===== src/rtl/demux1to3_buf.sv =====
// Buffered 1-to-3 valid/ready demultiplexer.
// Each destination owns a 2-entry FIFO, so one stalled consumer does not block the other destinations.
module demux1to3_buf #(
    parameter int unsigned size = 32
) (
    input  logic            clk,
    input  logic            rst,
    input  logic            in_valid,
    output logic            in_ready,
    input  logic [size-1:0] in_data,
    input  logic [1:0]      s,
    output logic            out1_valid,
    output logic            out2_valid,
    output logic            out3_valid,
    input  logic            out1_ready,
    input  logic            out2_ready,
    input  logic            out3_ready,
    output logic [size-1:0] out1_data,
    output logic [size-1:0] out2_data,
    output logic [size-1:0] out3_data,
    output logic [7:0]      drop_cnt
);

    logic [size-1:0] r_mem [3][2];
    logic [2:0]      r_wr_ptr;
    logic [2:0]      r_rd_ptr;
    logic [1:0]      r_cnt [3];
    logic [7:0]      r_drop_cnt;

    logic [2:0] w_full;
    logic [2:0] w_valid;
    logic [2:0] w_oready;
    logic [2:0] w_push;
    logic [2:0] w_pop;
    logic       w_accept;
    logic       w_drop;

    always_comb begin
        w_oready = {out3_ready, out2_ready, out1_ready};
        for (int unsigned k = 0; k < 3; k++) begin
            w_full[k]  = (r_cnt[k] == 2'd2);
            w_valid[k] = (r_cnt[k] != 2'd0);
        end
        // Ready never looks at the consumer side: a full FIFO refuses even when being popped.
        case (s)
            2'b00:   in_ready = !w_full[0];
            2'b01:   in_ready = !w_full[1];
            2'b10:   in_ready = !w_full[2];
            default: in_ready = 1'b1;
        endcase
        w_accept = in_valid & in_ready;
        w_drop   = w_accept & (s == 2'b11);
        w_push   = {w_accept & (s == 2'b10),
                    w_accept & (s == 2'b01),
                    w_accept & (s == 2'b00)};
        w_pop    = w_valid & w_oready;
    end

    always_ff @(posedge clk) begin
        if (rst) begin
            for (int unsigned k = 0; k < 3; k++) begin
                r_mem[k][0] <= '0;
                r_mem[k][1] <= '0;
                r_cnt[k]    <= '0;
            end
            r_wr_ptr <= '0;
            r_rd_ptr <= '0;
        end else begin
            for (int unsigned k = 0; k < 3; k++) begin
                if (w_push[k]) begin
                    r_mem[k][r_wr_ptr[k]] <= in_data;
                    r_wr_ptr[k]           <= ~r_wr_ptr[k];
                end
                if (w_pop[k]) begin
                    r_rd_ptr[k] <= ~r_rd_ptr[k];
                end
                case ({w_push[k], w_pop[k]})
                    2'b10:   r_cnt[k] <= r_cnt[k] + 2'd1;
                    2'b01:   r_cnt[k] <= r_cnt[k] - 2'd1;
                    default: r_cnt[k] <= r_cnt[k];
                endcase
            end
        end
    end

    always_ff @(posedge clk) begin
        if (rst) begin
            r_drop_cnt <= '0;
        end else if (w_drop && (r_drop_cnt != '1)) begin
            r_drop_cnt <= r_drop_cnt + 8'd1;
        end
    end

    assign out1_valid = w_valid[0];
    assign out2_valid = w_valid[1];
    assign out3_valid = w_valid[2];
    assign out1_data  = r_mem[0][r_rd_ptr[0]];
    assign out2_data  = r_mem[1][r_rd_ptr[1]];
    assign out3_data  = r_mem[2][r_rd_ptr[2]];
    assign drop_cnt   = r_drop_cnt;

endmodule


===== config.mk =====
export PLATFORM = sky130hd
export DESIGN_NAME = demux1to3_buf
export DESIGN_NICKNAME = d
export VERILOG_FILES = /design/src/rtl/demux1to3_buf.sv
export SDC_FILE = /design/constraint.sdc
export NUM_CORES = 1
export LEC_CHECK = 0
export ABC_CLOCK_PERIOD_IN_PS = 2700
export BUFFER_PORTS_ARGS = -buffer_cell sky130_fd_sc_hd__buf_2
export CAP_MARGIN = 20
export CORE_ASPECT_RATIO = 2
export CORE_MARGIN = 2
export CORE_UTILIZATION = 50
export DETAILED_ROUTE_END_ITERATION = 6
export HOLD_SLACK_MARGIN = 0.15
export PLACE_DENSITY = 0.71
export SLEW_MARGIN = 20
export SYNTH_ARGS = -nofsm -noshare
export SYNTH_HDL_FRONTEND = slang
export SYNTH_SLANG_ARGS = --single-unit

===== constraint.sdc =====
create_clock -name clk -period 2.7 [get_ports clk]
set_input_delay 0.135 -clock clk [delete_from_list [all_inputs] [get_ports clk]]
set_output_delay 0.135 -clock clk [all_outputs]
set_load 0.03 [all_outputs]

==> out/summary.txt, run 1 <==
Status: completed
GR met2 Demand/Resource: 41.3%
CP bufs+invs: 1
Post-synthesis adder-cell area fraction: 1.07%
CP max FO: 33
Final setup viols: 0
Max stage delay on crit path: 0.93 ns
CTS tree: yes
Height of the die: 197 um
Worst Hold Depth: 4
#FFs+latches synth: 212
FF-to-FF End: r_mem[0][64]$_SDFFCE_PN0P_
Pwr dens: 699 nW/um2
Leakage: 4.63 nW
Top FF cell, synth: edfxtp_1
Clock Tree Root: clkbuf_16
Remaining Overflow, GRT: 0
Skew-Pair Late Insertion Delay: 0.49 ns
Drt pass-1 iters: 4
Crit path DAT: 2.07 ns
FFs w/ async S/R, synth: 0%
WP data required: 2.57 ns
Final worst setup slack: 0.496 ns
Layout cell share with drive strength beyond 1: 36.3%
Final Power: 7.93 mW
Nets@finish: 876
Max_cap viols: 0
Slew headroom: 31.5%
Hold buffer count at cts: 39
Routed len/inst: 19.8 um
Final Slew Violations: 0
Synth Area in Simple Gates: 16.2%
Postcts setup bufs: 0
CP max-delay cell: dfxtp_2
Largest net degree at the start of global routing: 34
RePlAce Congestion: 0.764
GRT Overall Usage: 21.4%
CTS sink cnt: 212
Commonest non-fill, non-tap cells in the layout: edfxtp_1, and2_1, buf_2
Critical path, cell by cell: mux2_2 -> buf_2
Met1 Use GR: 23.9%
TritonCTS Buffers: 19
Warning count from the yosys run: 0
Commonest non-fill, non-tap cell in the layout: edfxtp_1
Register area share after synthesis: 66.6%
Hold slack: 0.340 ns
Final period utilization: 81.6%
Netlist Area Pre-Place: 9350 um2
CP endpoint kind: output port
Filler cells: 1419
Crit-path leading delay family: flip-flops
Die Area: 19900 um2
Synth Area in Compound Gates: 1.27%
Mux cell area share after synthesis: 11.8%
DP Worst Slack: 0.496 ns
Measured slew at the worst slew-check pin: 1.03 ns
WS Path Type: reg -> out
Post-synth EDFFs: 198
Hold_sp: out1_ready
DRT iter0 DRCs: 242
R2r setup slk: 0.54 ns
Clock Path Buffers: 3
Post-route core utilization: 62.0%
Global-route wire length before repair: 32.6 mm
Layout area overhead: 21.3%
Post-DRT Antenna Nets: 0
Post-synthesis xor/xnor area fraction: 1.31%
Core Region: 18300 um2
Dpl hpwl: 13.7 mm
Mapped Nets: 691
IO Port Bufs: 147
Largest family of logic cells by synthesized area: simple AND/OR/NAND/NOR gates
GR Layer Usage met3: 3.15%
Routed WL: 21.0 mm
DR vias: 5572
Final min period: 2.20 ns
Path depth of the worst reg2reg path: 4
CTS resizes: 0
Post-Route Setup TNS: 0 ns
Crit path from: r_rd_ptr[1]$_SDFFE_PP0P_
Initial antenna violation count: 0
Clock-pin slew on the worst setup and hold paths: 0.06 ns
Vias per Instance: 5.27
Starting Density: 51.1%
Worst Setup Start Kind: register
DR DRC count: 0
FMAX: 0.454 GHz
Reg2reg start: r_cnt[1][1]$_SDFFCE_PP0P_
Clock Skew: 0.0168 ns
Avg Inst Size Synth: 14.5 um2
Hold Path Class: in -> reg
H-Tree Depth: 1
Antenna fix cells: 0
Peak supply drop: 0.669 mV
Ports: 148
Vias in the first global route: 6095
GRT busiest layer: met2
Final Hold Fails: 0
Row Count: 70
Die X-Extent: 101 um
RSZ-0062 raised after global routing: false
Hold Path End: r_cnt[0][0]$_SDFFCE_PP0P_
Netlist cell types: 38
Cell count after synthesis: 643
## Yosys cell counts, types with 2 or more instances
cell type,number,area (um2)
o21bai_1,4,30.0
o21ai_0,4,20.0
xnor2_1,8,70.1
or2_2,5,31.3
and2_1,193,1210
clkbuf_1,31,116
o31ai_1,2,15.0
nand3_1,2,10.0
dfxtp_1,14,280
a21oi_1,3,15.0
mux2_2,97,1090
ha_1,8,100
xor2_1,6,52.6
nand2_1,7,26.3
nor2_1,25,93.8
inv_1,11,41.3
clkbuf_2,2,10.0
edfxtp_1,198,5950
nor3_1,2,10.0
nand2b_1,3,18.8
## area by class of cell
class | count | area [um2] | share of cell area (%)
inverters | 11 | 41.3 | 0.364
multi-input cells | 387 | 3010 | 26.5
well taps | 216 | 270 | 2.38
clock buffers | 21 | 483 | 4.26
flip-flops and latches | 212 | 6230 | 54.9
repair buffers | 197 | 1220 | 10.8
clock inverters | 13 | 91.3 | 0.805
## state kept, by name (all words and copies together), names as in the netlist
| name | count |
|---|---|
| r_mem | 192 |
| r_rd_ptr | 3 |
| drop_cnt | 8 |
| r_wr_ptr | 3 |
| r_cnt | 6 |
## cell families after synthesis
| kind of cell | after synthesis |
|---|---|
| AO/OA/AOI/OAI | 17 |
| XOR/XNOR | 14 |
| adder cells (fa/ha/maj) | 8 |
| buffers and inverters | 44 |
| flip-flops | 212 |
| multiplexers | 98 |
| AND/OR/NAND/NOR | 250 |
## stage by stage
step	area, um2	instances
after floorplan	9350	643
after global placement	10400	984
after detailed placement	10400	984
after CTS	11300	1057
after global routing	11300	1057
final	11300	1057
## power by group
group / internal, mW / switching, mW / leakage (nW) / total, mW
Sequential: 3.78 / 0.153 / 2.17 / 3.94
Combinational: 0.551 / 0.905 / 2.18 / 1.46
Clock: 1.39 / 1.15 / 0.277 / 2.54
## worst max path at each step
stage,end,cells past startpoint
3_3_place_gp,r_mem[0][43]$_SDFFCE_PN0P_,4
3_5_place_dp,r_mem[0][70]$_SDFFCE_PN0P_,4
2_1_floorplan,r_mem[0][32]$_SDFFCE_PN0P_,3
5_1_grt,r_mem[0][64]$_SDFFCE_PN0P_,4
6_report,out2_data[19],2
4_1_cts,out2_data[19],2
## layer usage
layer  wire length (um)  up-vias
li1                   -     2627
met1               7640     2766
met2              12000      155
met3                940       24
met4                376        0
met5                  0        -
## tightest hold or removal path: cells and delay by family
family / cells / cell delay, ns
buffers and inverters: 1 / 0.08
adders and majority gates: 1 / 0.15
and+or+nand+nor: 2 / 0.27
Power figures use the tool's default switching activity.
==> run 2: changes to the inputs <==
--- a/config.mk
+++ b/config.mk
@@ -5,7 +5,8 @@
 export SDC_FILE = /design/constraint.sdc
 export NUM_CORES = 1
 export LEC_CHECK = 0
-export ABC_CLOCK_PERIOD_IN_PS = 2700
+export ABC_AREA = 1
+export ABC_CLOCK_PERIOD_IN_PS = 1900
 export BUFFER_PORTS_ARGS = -buffer_cell sky130_fd_sc_hd__buf_2
 export CAP_MARGIN = 20
 export CORE_ASPECT_RATIO = 2
==> constraint.sdc (replaced) <==
create_clock -name clk -period 1.9 [get_ports clk]
set_input_delay 0.095 -clock clk [delete_from_list [all_inputs] [get_ports clk]]
set_output_delay 0.095 -clock clk [all_outputs]
set_load 0.03 [all_outputs]
==> out/summary.txt, run 2 <==
Status: finished with violations
Violated checks: negative setup slack
Synth top area cells: edfxtp_1, nand2_1, nor3_1
Pwr dens: 935 nW/um2
Routed WL: 25.9 mm
Top cell type's share of synthesized area: 64.3%
Crit-path leading delay family: buffers and inverters
CP endpoint kind: register
Clock Path Buffers: 3
Measured slew at the worst slew-check pin: 0.478 ns
CP bufs+invs: 4
Remaining Overflow, GRT: 0
Ports: 148
Netlist cell types: 21
Height of the die: 196 um
Dpl hpwl: 15.9 mm
Most frequent cell after synthesis: nand2_1
Clock Tree Root: clkbuf_16
Final period utilization: 102%
Leakage: 5.27 nW
Routed len/inst: 19.3 um
Max stage delay on crit path: 0.40 ns
Register area share after synthesis: 67.4%
Multi-input gate area: 2830 um2
Slew headroom: 68.1%
Clock Skew: 0.0115 ns
RSZ-0062 raised after global routing: true
Mapped Nets: 976
Final Hold Fails: 0
Initial antenna violation count: 0
Core Region: 18200 um2
Reg area: 6230 um2
Avg Inst Size Synth: 9.96 um2
Skew-Pair Late Insertion Delay: 0.48 ns
Clock-pin slew on the worst setup and hold paths: 0.07 ns
CTS tree: yes
CP max FO: 8
Vias per Instance: 5.42
Netlist Area Pre-Place: 9240 um2
Vias in the first global route: 6768
Final Cell Area: 11700 um2
Commonest non-fill, non-tap cells in the layout: nand2_1, edfxtp_1, buf_2
Hold slack: 0.510 ns
Placed inst area: 10400 um2
Row Count: 70
GRT Overall Usage: 24.7%
FMAX: 0.519 GHz
RePlAce Congestion: 0.820
Final setup viols: 21
Peak supply drop: 0.575 mV
WP data required: 2.10 ns
Largest net degree at the start of global routing: 94
Post-DRT Antenna Nets: 0
Hold Path Class: reg -> reg
Max reg flops: 192
TritonCTS Buffers: 19
Layout cell share with drive strength beyond 1: 21.2%
Nets@finish: 1169
Global-route wire length before repair: 36.8 mm
Post-synth EDFFs: 198
Final Slew Violations: 0
Top FF cell, synth: edfxtp_1
Synth cell count leaders: nand2_1, edfxtp_1, nor2_1
Layout area overhead: 26.9%
Critical path, cell by cell: inv_2 -> ha_4 -> inv_2 -> o21ai_2 -> nand3_4 -> buf_6 -> nand4_4 -> clkbuf_16 -> nor3_1
Final min period: 1.93 ns
DR vias: 7301
Commonest non-fill, non-tap cell in the layout: nand2_1
Final Power: 11.0 mW
Starting Density: 50.7%
Crit path DAT: 2.13 ns
H-Tree Depth: 1
Final worst setup slack: -0.0286 ns
Antenna fix cells: 0
Worst Setup Start Kind: register
Die X-Extent: 100 um
Die Area: 19700 um2
CP most frequent cell: inv_2
IO Port Bufs: 147
CP max-delay cell: edfxtp_1
#FFs+latches synth: 212
WS Path Type: reg -> reg
Filler cells: 1428
Synth area leader: edfxtp_1
CTS sink cnt: 212
DR DRC count: 0
Max_cap viols: 0
Most flop-heavy register: r_mem
Drt pass-1 iters: 5
DRT iter0 DRCs: 582
FFs w/ async S/R, synth: 0%
Warning count from the yosys run: 0
Cell count after synthesis: 928
## run 2: changes by cell type after synthesis, moves of 5 or more
cell	previous run	this run
nand2_1	7	329
and2_1	193	0
mux2_2	97	0
nor3_1	2	98
nor2_1	25	114
inv_1	11	59
buf_2	0	18
o21ai_0	4	17
xnor2_1	8	0
a21oi_1	3	10
nand3_1	2	7
or2_2	5	0
## run 2: power by group
| group | internal (mW) | total, mW | switching [mW] |
|---|---|---|---|
| Clock | 2.06 | 3.66 | 1.60 |
| Combinational | 0.504 | 1.90 | 1.40 |
| Sequential | 5.33 | 5.40 | 0.0745 |
## run 2: timing repair
item	in CTS	in global routing
pin swaps	2	8
gates cloned	0	9
buffers inserted	1	6
hold endpoints to repair	131	0
resized for setup	3	23
hold buffers	39	0
endpoints found under the setup margin	35	282
## run 2: per-layer routing
layer / GRT usage (%) / wire length [um] / up-vias
met1: 27.5 / 8770 / 3443
met5: 0 / 0 / -
met3: 2.46 / 1600 / 75
met4: 13.6 / 1610 / 0
li1: - / - / 3441
met2: 45.1 / 14000 / 342
## run 2: tightest hold or removal path, delay by kind of cell (launching register included)
kind,cells,cell delay [ns]
compound gates,1,0.06
flops,1,0.34
simple gates,1,0.07
## run 2: cells by family after synthesis
kind of cell	count (synthesis)	synth area share, %
compound gates	27	1.46
xor+xnor	3	0.284
fa+ha+maj	8	1.08
buf+inv	119	5.08
flops	212	67.4
simple gates	559	24.7
## run 2: area by class of cell
cell class	count	share of cell area, %
flip-flops and latches	212	53.1
clock buffers	28	4.51
inverters	65	2.11
multi-input cells	601	24.1
well taps	216	2.30
repair buffers	222	13.5
clock inverters	3	0.341
## run 2: through the flow
stage | util (%) | setup slack, ns | setup TNS (ns) | std cells
floorplan | - | 0.0152 | 0 | 928
global route | 64.4 | -0.0893 | -3.95 | 1347
finish | 64.4 | -0.0286 | -0.239 | 1347
global placement | 57.2 | 0.0402 | 0 | 1261
CTS | 62.6 | 0.00354 | 0 | 1332
detailed placement | 57.2 | -0.0160 | -0.0160 | 1261
## run 2: final timing paths
path / start / endpoint / slack (ns) / cells past startpoint
max: r_cnt[2][0]$_DFFE_PP_ / r_mem[0][34]$_SDFFCE_PN0P_ / -0.03 / 9
min: drop_cnt[3]$_SDFFE_PP0P_ / drop_cnt[3]$_SDFFE_PP0P_ / 0.51 / 2
max reg2reg: r_cnt[2][0]$_DFFE_PP_ / r_mem[0][34]$_SDFFCE_PN0P_ / -0.03 / 9
min reg2reg: drop_cnt[3]$_SDFFE_PP0P_ / drop_cnt[3]$_SDFFE_PP0P_ / 0.51 / 2
